`src/rtl/pim_dma_dot_engine.sv`:
```
// pim_dma_dot_engine
//   DMA-driven multi-lane dot-product engine. For each output it reads
//   2*vec_len bus words (activation, weight, activation, weight, ...),
//   multiplies the NUM_LANES signed elements lane-wise, and accumulates the
//   lane sums. The accumulator is post-processed (optional ReLU, then
//   saturate or wrap to DMA_BUS_WIDTH) and written back as one bus word.
//
// Ports
//   clk, rst                 clock, synchronous active-low reset
//   conf_info_*, conf_done   job configuration, latched on the start pulse
//   dma_read_ctrl_*          read request (index/length/size) handshake
//   dma_read_chnl_*          read data beats into the engine
//   dma_write_ctrl_*         write request handshake
//   dma_write_chnl_*         write data beat out of the engine
//   acc_done                 one-cycle job completion pulse

module pim_dot_lane #(
    parameter int ELEM_W = 8
) (
    input  logic [ELEM_W-1:0]   a,
    input  logic [ELEM_W-1:0]   b,
    output logic [2*ELEM_W-1:0] prod
);
    logic signed [2*ELEM_W-1:0] a_ext, b_ext;

    assign a_ext = {{ELEM_W{a[ELEM_W-1]}}, a};
    assign b_ext = {{ELEM_W{b[ELEM_W-1]}}, b};
    // Low 2*ELEM_W bits of the extended product are the exact signed product.
    assign prod  = a_ext * b_ext;
endmodule

module pim_dma_dot_engine #(
    parameter int         DMA_BUS_WIDTH = 32,
    parameter int         NUM_LANES     = 4,
    parameter int         ACC_WIDTH     = 48,
    parameter logic [2:0] DMA_SIZE_CODE = 3'b010
) (
    input  logic                     clk,
    input  logic                     rst,
    input  logic [31:0]              conf_info_vec_len,
    input  logic [31:0]              conf_info_rx_size,
    input  logic [31:0]              conf_info_wr_offset,
    input  logic [1:0]               conf_info_mode,
    input  logic                     conf_done,
    input  logic                     dma_read_ctrl_ready,
    output logic                     dma_read_ctrl_valid,
    output logic [31:0]              dma_read_ctrl_data_index,
    output logic [31:0]              dma_read_ctrl_data_length,
    output logic [2:0]               dma_read_ctrl_data_size,
    output logic                     dma_read_chnl_ready,
    input  logic                     dma_read_chnl_valid,
    input  logic [DMA_BUS_WIDTH-1:0] dma_read_chnl_data,
    input  logic                     dma_write_ctrl_ready,
    output logic                     dma_write_ctrl_valid,
    output logic [31:0]              dma_write_ctrl_data_index,
    output logic [31:0]              dma_write_ctrl_data_length,
    output logic [2:0]               dma_write_ctrl_data_size,
    input  logic                     dma_write_chnl_ready,
    output logic                     dma_write_chnl_valid,
    output logic [DMA_BUS_WIDTH-1:0] dma_write_chnl_data,
    output logic                     acc_done
);
    localparam int ELEM_W = DMA_BUS_WIDTH / NUM_LANES;
    localparam int PROD_W = 2 * ELEM_W;

    localparam logic signed [ACC_WIDTH-1:0] SAT_MAX =
        {{(ACC_WIDTH-DMA_BUS_WIDTH+1){1'b0}}, {(DMA_BUS_WIDTH-1){1'b1}}};
    localparam logic signed [ACC_WIDTH-1:0] SAT_MIN =
        {{(ACC_WIDTH-DMA_BUS_WIDTH+1){1'b1}}, {(DMA_BUS_WIDTH-1){1'b0}}};

    typedef enum logic [2:0] {IDLE, RD_REQ, RD_DATA, WR_REQ, WR_DATA, DONE} state_t;

    typedef struct packed {
        logic [31:0] vec_len;
        logic [31:0] rx_size;
        logic [31:0] wr_offset;
        logic [1:0]  mode;
    } conf_t;

    state_t state, state_next;
    conf_t  conf;

    logic [31:0]                      out_idx;
    logic [32:0]                      beat_cnt;
    logic [32:0]                      total_beats;
    logic                             beats_done;
    logic                             rd_beat;
    logic                             last_out;
    logic [NUM_LANES-1:0][ELEM_W-1:0] a_reg;
    logic [NUM_LANES-1:0][ELEM_W-1:0] w_lanes;
    logic [NUM_LANES-1:0][PROD_W-1:0] prods;
    logic signed [ACC_WIDTH-1:0]      lane_sum;
    logic signed [ACC_WIDTH-1:0]      psum;
    logic signed [ACC_WIDTH-1:0]      acc;
    logic signed [ACC_WIDTH-1:0]      post;
    logic                             psum_v;
    logic [DMA_BUS_WIDTH-1:0]         result;

    // 33 bits so that 2*vec_len never overflows the beat comparison.
    assign total_beats = {1'b0, conf.vec_len} << 1;
    assign beats_done  = (beat_cnt >= total_beats);
    assign rd_beat     = (state == RD_DATA) && !beats_done && dma_read_chnl_valid;
    assign last_out    = (out_idx == conf.rx_size - 32'd1);
    assign w_lanes     = dma_read_chnl_data;

    for (genvar i = 0; i < NUM_LANES; i++) begin : g_lane
        pim_dot_lane #(.ELEM_W(ELEM_W)) u_lane (
            .a    (a_reg[i]),
            .b    (w_lanes[i]),
            .prod (prods[i])
        );
    end

    always_comb begin
        lane_sum = '0;
        for (int i = 0; i < NUM_LANES; i++) begin
            lane_sum = lane_sum + {{(ACC_WIDTH-PROD_W){prods[i][PROD_W-1]}}, prods[i]};
        end
    end

    // ReLU first, then saturate or wrap to the bus width.
    always_comb begin
        post = acc;
        if (conf.mode[1] && acc[ACC_WIDTH-1]) post = '0;
        if (conf.mode[0]) begin
            if (post > SAT_MAX)      post = SAT_MAX;
            else if (post < SAT_MIN) post = SAT_MIN;
        end
        result = post[DMA_BUS_WIDTH-1:0];
    end

    always_comb begin
        state_next                 = state;
        dma_read_ctrl_valid        = 1'b0;
        dma_read_ctrl_data_index   = '0;
        dma_read_ctrl_data_length  = '0;
        dma_read_ctrl_data_size    = '0;
        dma_read_chnl_ready        = 1'b0;
        dma_write_ctrl_valid       = 1'b0;
        dma_write_ctrl_data_index  = '0;
        dma_write_ctrl_data_length = '0;
        dma_write_ctrl_data_size   = '0;
        dma_write_chnl_valid       = 1'b0;
        dma_write_chnl_data        = '0;
        acc_done                   = 1'b0;
        case (state)
            IDLE: begin
                if (conf_done) state_next = (conf_info_rx_size == 32'd0) ? DONE : RD_REQ;
            end
            RD_REQ: begin
                if (conf.vec_len == 32'd0) begin
                    state_next = WR_REQ;
                end else begin
                    dma_read_ctrl_valid       = 1'b1;
                    dma_read_ctrl_data_index  = (out_idx * conf.vec_len) << 1;
                    dma_read_ctrl_data_length = conf.vec_len << 1;
                    dma_read_ctrl_data_size   = DMA_SIZE_CODE;
                    if (dma_read_ctrl_ready) state_next = RD_DATA;
                end
            end
            RD_DATA: begin
                dma_read_chnl_ready = !beats_done;
                // Wait for the last product to land in acc before writing.
                if (beats_done && !psum_v) state_next = WR_REQ;
            end
            WR_REQ: begin
                dma_write_ctrl_valid       = 1'b1;
                dma_write_ctrl_data_index  = conf.wr_offset + out_idx;
                dma_write_ctrl_data_length = 32'd1;
                dma_write_ctrl_data_size   = DMA_SIZE_CODE;
                if (dma_write_ctrl_ready) state_next = WR_DATA;
            end
            WR_DATA: begin
                dma_write_chnl_valid = 1'b1;
                dma_write_chnl_data  = result;
                if (dma_write_chnl_ready) state_next = last_out ? DONE : RD_REQ;
            end
            DONE: begin
                acc_done   = 1'b1;
                state_next = IDLE;
            end
            default: state_next = IDLE;
        endcase
    end

    always_ff @(posedge clk) begin
        if (!rst) begin
            state    <= IDLE;
            conf     <= '0;
            out_idx  <= '0;
            beat_cnt <= '0;
            a_reg    <= '0;
            psum     <= '0;
            psum_v   <= 1'b0;
            acc      <= '0;
        end else begin
            state  <= state_next;
            psum_v <= 1'b0;
            if (psum_v) acc <= acc + psum;
            case (state)
                IDLE: begin
                    if (conf_done) begin
                        conf.vec_len   <= conf_info_vec_len;
                        conf.rx_size   <= conf_info_rx_size;
                        conf.wr_offset <= conf_info_wr_offset;
                        conf.mode      <= conf_info_mode;
                        out_idx        <= '0;
                        acc            <= '0;
                    end
                end
                RD_REQ: begin
                    beat_cnt <= '0;
                    if (conf.vec_len == 32'd0) acc <= '0;
                end
                RD_DATA: begin
                    if (rd_beat) begin
                        beat_cnt <= beat_cnt + 33'd1;
                        if (!beat_cnt[0]) begin
                            a_reg <= w_lanes;
                        end else begin
                            psum   <= lane_sum;
                            psum_v <= 1'b1;
                        end
                    end
                end
                WR_DATA: begin
                    if (dma_write_chnl_ready) begin
                        out_idx <= out_idx + 32'd1;
                        acc     <= '0;
                    end
                end
                default: ;
            endcase
        end
    end
endmodule

```
`config.mk`:
```
export PLATFORM = sky130hd
export DESIGN_NAME = pim_dma_dot_engine
export DESIGN_NICKNAME = d
export VERILOG_FILES = /design/src/rtl/pim_dma_dot_engine.sv
export SDC_FILE = /design/constraint.sdc
export NUM_CORES = 2
export LEC_CHECK = 0
export CORE_AREA = 2 2 352 214
export CTS_CLUSTER_DIAMETER = 150
export DETAILED_ROUTE_END_ITERATION = 7
export DIE_AREA = 0 0 354 216
export GPL_TIMING_DRIVEN = 0
export PLACE_DENSITY = 0.86
export SETUP_SLACK_MARGIN = 0.02
export SYNTH_ARGS = -nofsm -noshare
export SYNTH_HDL_FRONTEND = slang
export SYNTH_HIERARCHICAL = 1
export SYNTH_SLANG_ARGS = --single-unit
export TNS_END_PERCENT = 5
```
`constraint.sdc`:
```
create_clock -name clk -period 10.8 [get_ports clk]
set_input_delay 1.08 -clock clk [delete_from_list [all_inputs] [get_ports clk]]
set_output_delay 1.08 -clock clk [all_outputs]
set_load 0.005 [all_outputs]
```
== After elaboration in Yosys (flattened, before gate mapping) ==
Index checks and enable logic that the tools add are counted.
Operators by class
  add/sub/neg operators: 8
  multiply operators: 5
  div/mod/pow operators: 0
  magnitude comparators: 3
  equality and inequality tests: 12
  shift operators: 0
  mux-type cells: 40
  bitwise operators: 1
  reduce and logical (&&, ||, !) cells: 18
Operator list (count)
  $mux W32: 11
  $mux W48: 5
  $pmux W48 S3: 1
  $pmux W33 S2: 1
  $logic_not A32 Y1: 2
  $mul A8 B8 Y16: 4
  $pmux W32 S2: 1
  $add A48 B48 Y48: 1
  $gt A48 B32 Y1 const B: 1
  $lt A48 B32 Y1 const B: 1
  $add A33 B1 Y33 const B: 1
  $ge A33 B33 Y1: 1
  $mux W33: 1
  $add A32 B1 Y32 const B: 1
  $add A32 B32 Y32: 1
  $eq A32 B32 Y1: 1
  $mul A32 B32 Y31: 1
  $sub A32 B1 Y32 const B: 1
  $mux W3: 8
  $add A18 B16 Y19: 1
  $add A17 B16 Y18: 1
  $add A16 B16 Y17: 1
  $pmux W3 S5: 1
  $reduce_and A3 Y1: 4
  other kinds (15): 35
Storage, ports and cells
  flip-flop bits (word level): 295
  latch bits: 0
  memory bits (writable): 0
  ROM bits: 0
  bits of input ports: 137
  word-level logic and storage cells: 101
  memories kept: 0

== Longest topological paths before layout ==
  word-level depth: 7
  depth in mapped cells: 29
  mapped depth without buffers: 27

== Hierarchy ==
The synthesis kept the hierarchy.
By module, submodules not included
  pim_dma_dot_engine: instances 1, cells each 4101, area an instance 33535.9 µm², seq. area each 5325.1 µm²
  pim_dot_lane (g_lane[0].u_lane ...): instances 3, cells each 284, area an instance 2511.2 µm², seq. area each 0.0 µm²
  pim_dot_lane (g_lane[3].u_lane): instances 1, cells each 288, area an instance 2534.9 µm², seq. area each 0.0 µm²

== Worst setup path after synthesis ==
Ideal clock, no wire load.
  kind: flip-flop to output port
  from: reg out_idx[2]
  to: out dma_read_ctrl_data_index[27]
  data arrival time: 7106 ps
  required time: 9720 ps
  setup slack: 2614 ps
  cell stages (with the launch flop): 29
  path buffers: 3
  path through: dfxtp_1 clkbuf_1 clkbuf_1 clkbuf_1 nand2_1 fa_1 inv_1 fa_1 fa_1 inv_1 fa_1 inv_1 ha_1 ha_1 fa_1 inv_1 fa_1 inv_1 ha_1 o21a_1 o21ai_1 a21oi_1 and3_1 a221oi_1 o311a_1 o21ai_1 a31o_2 o21ai_0 a21oi_1
Between the ends
  cells in the longest elaborated chain, start to end: 3
RTL lines
  start: declaration: line 83  | logic [31:0] out_idx;
  start signal: assignment: line 228  | out_idx <= out_idx + 32'd1;
  $mul A32 B32 Y31: line 155  | dma_read_ctrl_data_index = (out_idx * conf.vec_len) << 1;
  $mux W32: line 151  | if (conf.vec_len == 32'd0) begin
  $mux W32: line 146  | case (state)
  end: declaration: line 47  | output logic [31:0] dma_read_ctrl_data_index,
Every way passes these cells.

== Worst setup path after layout ==
  from: reg conf[73] in the netlist's numbering
  to: out dma_read_ctrl_data_index[27]
Between the ends
  cells in the longest elaborated chain, start to end: 3
  elaborated cells between the ends (all ways): 4
  those cells by class: 1 x mul; 2 x mux; 1 x reduce/logical
RTL lines
  start: declaration: line 81  | conf_t conf;
  $mul A32 B32 Y31 / $logic_not A32 Y1 (equally long branches): line 155, 151
  $mux W32 (*): line 151
  $mux W32 (*): line 146
Mark *: on every way between the ends. The rest lies on a longest branch, timed or not.

==> qor.csv <==
stage;metric;value;unit
clocking;worst-skew pair later-pin latency;0.65;ns
final_layout;Layout area overhead;12.0;%
run_status;status;finished clean;
hold_path;Hold Path Class;flip-flop to flip-flop;
clocking;total CTS buffers;30;
floorplanning;cell row count;77;
logic_synthesis;Cell variety after synth;92;
sta;Hold WS;0.467;ns
worst_setup_path;Buf/Inv on CP;8;
final_layout;Top Registers;conf (98), acc (48), beat_cnt (33);
place;pre-CTS setup slack;0.344;ns
clocking;Worst-path clk slew;0.06;ns
place;PortBufs;270;
final_layout;layout cells sized above 1;3.14;%
clocking;Post-CTS Hold Buffers;0;
worst_setup_path;CP startpoint kind;flip-flop;
sta;# setup viols final;0;
worst_setup_path;crit-path most repeated cell;fa_1;
routing;first-iteration detailed-routing DRC count;4469;
routing;DR DRC count;0;
clocking;clk sinks;266;
floorplanning;DIE WIDTH;354;um
sta;unrepaired setup endpoints after global routing;yes;
power_and_ir_drop;Leak Pwr;0.0221;uW
logic_synthesis;top post-synthesis cells by area;fa_1 29%, dfxtp_1 12%, ha_1 11%, inv_1 7.2%, and2_1 6.0%;
sta;worst slew pin tran;1.43;ns
worst_setup_path;Crit path max-delay family;adder cells;
clocking;H-tree Lvls;1;
grt;met2 global-route usage;48.8;%
grt;vias in the first global route;37600;
worst_setup_path;Critical Path AT;9.58;ns
logic_synthesis;most frequent cell after synthesis;inv_1;
job;Max Cap Viol;0;
clocking;PostCTS Resize Cnt;7;
floorplanning;Die Height;216;um
clocking;Max clock buf depth;3;
logic_synthesis;Post-Syn Area;43600;um^2
routing;Routed WL;144000;um
logic_synthesis;Post-Syn Instances;5241;
logic_synthesis;post-synth top area share;29.2;%
worst_setup_path;kind of end point of the critical path;output pin;
clocking;root buf cell;clkbuf_16;
power_and_ir_drop;Max rail drop VDD;0.000617;V
worst_setup_path;Crit Path Class;flip-flop to output pin;
routing;via count;38700;
sta;Clock Skew;0.0303;ns
logic_synthesis;Yosys Warn Count;6;
grt;global routing usage on met3;17.6;%
grt;initial antenna violation count;11;
final_layout;Largest Register;conf;
sta;Final period util;98.7;%
logic_synthesis;post-synthesis register bit count;266;
sta;Slew HR;4.34;%
floorplanning;die area;76500;um^2
grt;largest net degree at the start of global routing;35;
final_layout;max reg flops;98;
place;placed wire-length estimate;120000;um
sta;worst setup margin;0.138;ns
grt;grt peak-use layer;met1;
logic_synthesis;Async SR Flop Fraction;0;%
floorplanning;initial core utilization;59.6;%
logic_synthesis;commonest cells in the netlist;836 x inv_1, 638 x nand2_1, 635 x fa_1;
grt;total grt overflow;0;
logic_synthesis;synthesized area per cell;8.32;um^2
routing;Routed WL per cell;21.8;um
worst_setup_path;WP data required;9.72;ns
power_and_ir_drop;Pwr Density;161;nW/um^2
logic_synthesis;Most used DFF post-synth;dfxtp_1;
routing;Initial DRT Pass Iterations;8;
floorplanning;# IOs;308;
sta;Final Slew Violations;0;
logic_synthesis;Post-synth EDFFs;0;
clocking;Setup Buffers After CTS;0;
sta;Final Hold Fails;0;
final_layout;Post-layout nets;6719;
clocking;TritonCTS clock tree;done;
worst_setup_path;slowest cell delay on critical path;0.80;ns
grt;first-pass GRT wire length;221000;um
sta;clock period minus worst slack;10.66;ns
grt;GR met1 Demand/Resource;55.0;%
grt;GRT Total Usage;37.7;%
final_layout;Fill cells;5910;
routing;final antenna-violating net count;0;
floorplanning;core area;73200;um^2
worst_setup_path;CP max FO;10;
routing;via density per instance;5.88;
logic_synthesis;Seq/Total Area, Yosys;12.2;%
sta;Fmax;93.8;MHz
place;routability-driven placement congestion ratio;1.09;
worst_setup_path;CP max-delay cell;clkbuf_1;
logic_synthesis;largest area contributor in the netlist;fa_1;
==> cell type report <==
class,instances,area (um^2),share of cell area [%]
Buffer,260,1160,2.38
Multi-Input combinational cell,3913,34200,70.0
Inverter,838,3150,6.44
Antenna cell,4,10.0,0.0205
Clock buffer,38,841,1.72
Tap cell,987,1230,2.53
Timing Repair Buffer,272,2720,5.57
Clock inverter,16,230,0.472
Sequential cell,266,5330,10.9
==> through the flow <==
step	cell area, um^2	util, %	TNS (ns)	power (uW)	std cells
3_3_place_gp	47700	65.1	0	6370	6534
4_1_cts	48800	66.6	0	7710	6590
6_report	48800	66.7	0	7870	6594
2_1_floorplan	43700	-	0	5120	5277
5_1_grt	48800	66.7	-0.172	8490	6592
3_5_place_dp	47700	65.2	0	6540	6536
==> worst paths after layout <==
check | startpoint | end | slack, ns | depth (start not counted)
setup / recovery | conf[73] | dma_read_ctrl_data_index[27] | 0.14 | 27
hold / removal | conf[9] | conf[9] | 0.47 | 2
setup reg to reg | a_reg[23] | psum[14] | 3.67 | 25
hold reg to reg | conf[9] | conf[9] | 0.47 | 2
==> cell families after synthesis <==
family | synth area share (%)
AO/OA/AOI/OAI | 10.1
XOR/XNOR | 5.80
adder cells (fa/ha/maj) | 39.7
buffers and inverters | 9.84
flip-flops | 12.2
multiplexers | 2.17
other | 0.00860
AND/OR/NAND/NOR | 20.2
==> report_power, final <==
part	total, uW	switching [uW]	internal (uW)	leakage [uW]
clock	1150	496	650	0.000518
sequential	1220	147	1070	0.00216
combinational	5510	3280	2220	0.0194
==> layout by cell type (no fill, tap or decap), types with 191 or more instances in the layout <==
| cell type | count |
|---|---|
| fa_1 | 635 |
| nor2_1 | 345 |
| nand2_1 | 638 |
| ha_1 | 366 |
| clkdlybuf4s50_1 | 270 |
| inv_1 | 836 |
| dfxtp_1 | 265 |
| a21oi_1 | 282 |
| clkbuf_1 | 191 |
| and2_1 | 421 |
| xnor2_1 | 202 |
==> layer usage <==
metal  vias to the layer above  part of all wire, %
met2                      2414                   38
met4                        10                  3.4
met1                     18800                   42
met5                         -                0.046
met3                       302                   17
li1                      17200                    -
==> worst min-delay path: stages, from the launching register on <==
cell and delay (ns):
dfxtp_1 0.31, nand2_1 0.05, a21oi_1 0.05
(Power assumes the default switching activity.)
